$ cat src/rtl/handshake_tx_pkg.sv
// Shared constants and FSM encoding for the 4-phase handshake transmitter.
package handshake_tx_pkg;

   localparam int unsigned DefWidth   = 10;
   localparam int unsigned DefDepth   = 2;
   localparam int unsigned DefTimeout = 255;

   typedef enum logic [1:0] {
      StIdle    = 2'd0,
      StSetup   = 2'd1,
      StReq     = 2'd2,
      StRelease = 2'd3
   } state_e;

endpackage

$ cat src/rtl/handshake_sync2.sv
// Two-flop synchronizer for asynchronous level inputs, cleared by reset.
module handshake_sync2 #(
   parameter int unsigned Width = 1
) (
   input  logic             sys_clk,
   input  logic             rst_n,
   input  logic [Width-1:0] d_i,
   output logic [Width-1:0] q_o
);

   logic [Width-1:0] meta_q;
   logic [Width-1:0] sync_q;

   always_ff @(posedge sys_clk or negedge rst_n) begin
      if (!rst_n) begin
         meta_q <= '0;
         sync_q <= '0;
      end else begin
         meta_q <= d_i;
         sync_q <= meta_q;
      end
   end

   assign q_o = sync_q;

endmodule

$ cat src/rtl/handshake_tx.sv
// Queued event transmitter driving a 4-phase req/ack handshake to an asynchronous receiver,
// with per-phase timeout abort.
module handshake_tx
   import handshake_tx_pkg::*;
#(
   parameter int unsigned WIDTH   = DefWidth,
   parameter int unsigned DEPTH   = DefDepth,
   parameter int unsigned TIMEOUT = DefTimeout
) (
   input  logic             sys_clk,
   input  logic             rst_n,
   input  logic             in_valid,
   input  logic [WIDTH-1:0] in_data,
   output logic             in_ready,
   output logic             req_out,
   output logic [WIDTH-1:0] data_out,
   input  logic             ack_in,
   output logic             busy,
   output logic             drop_err,
   output logic             timeout_err
);

   localparam int unsigned PtrW = (DEPTH > 1) ? $clog2(DEPTH) : 1;
   localparam int unsigned CntW = $clog2(DEPTH + 1);
   localparam int unsigned TmrW = (TIMEOUT > 1) ? $clog2(TIMEOUT) : 1;

   logic             ack_s;
   logic [WIDTH-1:0] mem_q [DEPTH];
   logic [PtrW-1:0]  wr_ptr_q, wr_ptr_d, rd_ptr_q, rd_ptr_d;
   logic [CntW-1:0]  count_q, count_d;
   logic             push, pop;
   state_e           state_q;
   logic [TmrW-1:0]  tmr_q;
   logic             req_q, drop_q, timeout_q;
   logic [WIDTH-1:0] data_q;

   handshake_sync2 #(
      .Width (1)
   ) u_ack_sync (
      .sys_clk (sys_clk),
      .rst_n   (rst_n),
      .d_i     (ack_in),
      .q_o     (ack_s)
   );

   function automatic logic [PtrW-1:0] ptr_inc(input logic [PtrW-1:0] p);
      return (p == PtrW'(DEPTH - 1)) ? '0 : p + 1'b1;
   endfunction

   assign in_ready = (count_q < CntW'(DEPTH));
   assign push     = in_valid & in_ready;
   // A stuck-high ack holds off the next handshake until the receiver has released.
   assign pop      = (state_q == StIdle) && (count_q != '0) && !ack_s;
   assign busy     = (state_q != StIdle) || (count_q != '0);

   always_comb begin
      wr_ptr_d = push ? ptr_inc(wr_ptr_q) : wr_ptr_q;
      rd_ptr_d = pop ? ptr_inc(rd_ptr_q) : rd_ptr_q;
      count_d  = count_q;
      if (push && !pop) begin
         count_d = count_q + 1'b1;
      end else if (pop && !push) begin
         count_d = count_q - 1'b1;
      end
   end

   always_ff @(posedge sys_clk) begin
      if (push) begin
         mem_q[wr_ptr_q] <= in_data;
      end
   end

   always_ff @(posedge sys_clk or negedge rst_n) begin
      if (!rst_n) begin
         wr_ptr_q <= '0;
         rd_ptr_q <= '0;
         count_q  <= '0;
      end else begin
         wr_ptr_q <= wr_ptr_d;
         rd_ptr_q <= rd_ptr_d;
         count_q  <= count_d;
      end
   end

   always_ff @(posedge sys_clk or negedge rst_n) begin
      if (!rst_n) begin
         state_q   <= StIdle;
         tmr_q     <= '0;
         req_q     <= 1'b0;
         data_q    <= '0;
         drop_q    <= 1'b0;
         timeout_q <= 1'b0;
      end else begin
         // in_ready reflects count_q only, so a same-cycle pop never rescues the event.
         drop_q    <= in_valid & ~in_ready;
         timeout_q <= 1'b0;
         unique case (state_q)
            StIdle: begin
               if (pop) begin
                  data_q  <= mem_q[rd_ptr_q];
                  state_q <= StSetup;
               end
            end
            StSetup: begin
               req_q   <= 1'b1;
               tmr_q   <= '0;
               state_q <= StReq;
            end
            StReq: begin
               if (ack_s) begin
                  req_q   <= 1'b0;
                  tmr_q   <= '0;
                  state_q <= StRelease;
               end else if (tmr_q == TmrW'(TIMEOUT - 1)) begin
                  req_q     <= 1'b0;
                  timeout_q <= 1'b1;
                  state_q   <= StIdle;
               end else begin
                  tmr_q <= tmr_q + 1'b1;
               end
            end
            StRelease: begin
               if (!ack_s) begin
                  state_q <= StIdle;
               end else if (tmr_q == TmrW'(TIMEOUT - 1)) begin
                  timeout_q <= 1'b1;
                  state_q   <= StIdle;
               end else begin
                  tmr_q <= tmr_q + 1'b1;
               end
            end
            default: state_q <= StIdle;
         endcase
      end
   end

   assign req_out     = req_q;
   assign data_out    = data_q;
   assign drop_err    = drop_q;
   assign timeout_err = timeout_q;

endmodule
$ cat config.mk
export PLATFORM = sky130hd
export DESIGN_NAME = handshake_tx
export DESIGN_NICKNAME = d
export VERILOG_FILES = /design/src/rtl/handshake_tx_pkg.sv /design/src/rtl/handshake_sync2.sv /design/src/rtl/handshake_tx.sv
export SDC_FILE = /design/constraint.sdc
export NUM_CORES = 1
export LEC_CHECK = 0
export CAP_MARGIN = 0
export CORE_MARGIN = 3
export CORE_UTILIZATION = 35
export DETAILED_ROUTE_END_ITERATION = 12
export SYNTH_ARGS = -nofsm -noshare
export SYNTH_HDL_FRONTEND = slang
export SYNTH_SLANG_ARGS = --single-unit
$ cat constraint.sdc
create_clock -name sys_clk -period 4.8 [get_ports sys_clk]
set_input_delay 0.72 -clock sys_clk [delete_from_list [all_inputs] [get_ports sys_clk]]
set_output_delay 0.72 -clock sys_clk [all_outputs]
set_load 0.02 [all_outputs]
==> metrics.md <==
| Metric | Value |
|---|---|
| Root Buffer | clkbuf_8 |
| I/O pins | 29 |
| Number of H-tree levels | 2 |
| First-pass GRT wire length | 6996 um |
| Pwr Total | 1.540 mW |
| Worst VDD drop | between 300 and 400 uV |
| Max Freq | 0.4061 GHz |
| Crit path cell chain | inv_1, ha_1, nand2_1, clkdlybuf4s50_1 |
| Slew margin rel. | 39.46% |
| Hold buffers post-CTS | 0 |
| Setup repair bufs after CTS | 0 |
| Max-cap check violation count | 0 |
| GRT Max-Usage Layer | met2 |
| CTS tree | yes |
| Sequential area share after synthesis | 60.54% |
| Most frequent cells in the layout | dfrtp_1, clkdlybuf4s50_1, edfxtp_1, mux2_2, a21oi_1 |
| Clock skew | 0.003559 ns |
| RSZ-0062 raised after global routing | no |
| NumNets Final | 210 |
| Slowest stage delay, CP | 0.60 ns |
| Top FF cell, synth | dfrtp_1 |
| Worst slew pin tran | 0.9063 ns |
| Die footprint | between 7000 and 8000 um^2 |
| Clock Sinks | 49 |
| CP Launch Type | flip-flop |
| Post-DP HPWL | 2986 um |
| Async SR Flop Fraction | 59.18% |
| Non-Filler Instances | approximately 270 |
| Largest net degree at the start of global routing | 30 |
| PortBufs | 28 |
| Final antenna-violating net count | 0 |
| Number of fill cells | between 500 and 600 |
| Synth unique cells | 43 |
| DP Cell Count | 257 |
| Syn Area/Cell | about 14 um^2 |
| Wirelength per Cell | 15.75 um |
| Final Cycle Share | 51.30% |
| WP data arrival | ~1.7 ns |
| Finished Core Util | 44.07% |
| Worst Setup Path Type | flip-flop to output pin |
| Synth Net Count | between 150 and 200 |
| Post-Syn Instances | 157 |
| DR DRC count | 0 |
| R2r setup slk | 2.75 ns |
| Fin. max-slew vios | 0 |
| Pwr Density | 583.2 nW/um^2 |
| Setup TNS | 0 ns |
| Met1 usage | between 15 and 20% |
| CORE AREA | approximately 6000 um^2 |
| Hold path cells | 0 |
| Die Y | 85.12 um |
| Rows | 28 |
| Initial core utilization | a little over a third |
| Yosys warning count | 0 |
| Number of enable flip-flop cells after synthesis | 20 |
| Ratio of cells with drive above 1 in the final layout | between 10% and 20% |
| Leak pwr | 0.9978 nW |
| Drt via density | ~5.3 |
| CP max FO | 6 |
| Vias in the first global route | 1,467 |
| Antenna violations before repair | 0 |
| Min Hold Slack | roughly 0.36 ns |
| Vias | 1,395 |
| Placer congestion estimate | approximately 0.76 |
| Post-CTS sizing | 0 |
| Worst r2r dst | count_q[1]$_DFFE_PN0P_ |
| M3 GR Usage | approximately 2.6% |
| Global route overflow | 0 |
| HP Class | flip-flop to flip-flop |
| Starting DRT DRC Count | 46 |
| Worst path bufs/invs | 2 |
| Worst-case reg-to-reg path depth | 7 |
| M2 GR Usage | around 22% |
| CP required | 4.08 ns |
| Post-synthesis cell area | 2191 um^2 |
| Most common cell after layout, fill and taps aside | dfrtp_1 |
| Antenna cells | 0 |
| Final worst path period need | 2.462 ns |
| Endpoint, Worst Hold | u_ack_sync.q_o$_DFF_PN0_ |
| Total wire length | 4173 um |
| Pre-antenna DRT Iters | 5 |
| Worst hold start | u_ack_sync.meta_q$_DFF_PN0_ |
| Cell family with most CP delay | buffers and inverters |
| Final setup vio count | 0 |
| Critical R2R Launch | state_q[0]$_DFFE_PN0P_ |
| Critical path capture point type | output pin |
| Final Hold Vio Count | 0 |
| Clk buf depth | 2 |
| Yosys reg bits | 49 |
| Worst skew pair latency | 0.29 ns |
| Area grow syn2layout | 20.50% |
| CTS buffer count | 5 |
| Status | finished, final reports clean |
| Reg clk slew, reported paths | 0.08 ns |
| Slowest CP cell | clkdlybuf4s50_1 |
| Die X-Extent | 85.12 um |
| All-Layer GR Usage | approximately an eighth |
## worst register-to-register path, stage by stage, from the launching register on
cell,delay [ns]
dfrtp_1,0.42
inv_1,0.13
ha_1,0.26
nand2_1,0.41
ha_1,0.38
xor2_1,0.14
nor2_1,0.12
xnor2_1,0.13
## metrics by stage
stage,setup WS (ns),cell area (um^2)
after floorplan,2.932,2191
after global placement,2.242,2552
after detailed placement,2.141,2552
after CTS,2.324,2640
after global routing,2.215,2640
final,2.338,2640
## worst max-delay path by stage
stage | slack [ns] | depth (start not counted) | to | start
6_report | 2.34 | 4 | busy | state_q[0]$_DFFE_PN0P_
5_1_grt | 2.21 | 4 | busy | state_q[0]$_DFFE_PN0P_
4_1_cts | 2.32 | 4 | busy | state_q[0]$_DFFE_PN0P_
3_5_place_dp | 2.14 | 3 | mem_q[0][1]$_DFFE_PP_ | in_valid
3_3_place_gp | 2.24 | 3 | mem_q[0][0]$_DFFE_PP_ | in_valid
2_1_floorplan | 2.93 | 2 | mem_q[0][0]$_DFFE_PP_ | in_valid
## sequential cells by signal, indices dropped and copies added, names as in the netlist
register / cells
count_q: 2
req_out: 1
wr_ptr_q: 1
u_ack_sync.q_o: 1
tmr_q: 8
mem_q: 20
data_out: 10
drop_err: 1
u_ack_sync.meta_q: 1
rd_ptr_q: 1
timeout_err: 1
state_q: 2
## where the power goes
part           leakage, nW  switching [mW]  internal (mW)
clock network       0.0374           0.130          0.103
registers            0.541           0.101          0.563
logic                0.419           0.325          0.319
total                0.998           0.556          0.984
## Yosys cell counts, drive strengths merged, types with 3 or more instances
master	n	area, um^2
a21oi	8	40.04
a41oi	4	35.03
and2	3	18.77
buf	4	20.02
dfrtp	29	725.7
edfxtp	20	600.6
ha	7	87.58
inv	7	26.28
mux2	21	236.5
nand2	5	18.77
nor2	5	18.77
nor2b	3	18.77
nor3	4	20.02
xnor2	3	26.28
## cell families (layout without fill, tap and decap cells)
kind of cell	after synthesis	after routing	synth area share (%)
AOI/OAI and AO/OA	30	30	10.45
muxes	23	23	11.71
adders and majority gates	7	7	3.998
xor gates and xnor gates	5	5	1.999
DFF	49	49	60.54
and+or+nand+nor	32	32	9.196
buffers and inverters	11	44	2.113
## area by class of cell
cell class              count  area (um^2)  area share [%]
flip-flops and latches     49         1326           50.24
multi-input cells          97        818.3           31.00
repair buffers             29        287.8           10.90
well taps                  75        93.84           3.555
clock buffers               6        72.57           2.749
inverters                   7        26.28          0.9953
clock inverters             2        15.01          0.5687
## per-layer routing
metal	up-vias	routed length, um
li1	663	-
met1	691	1863
met2	37	2125
met3	4	174
met4	0	9
met5	-	0
Power figures use the tool's default switching activity.
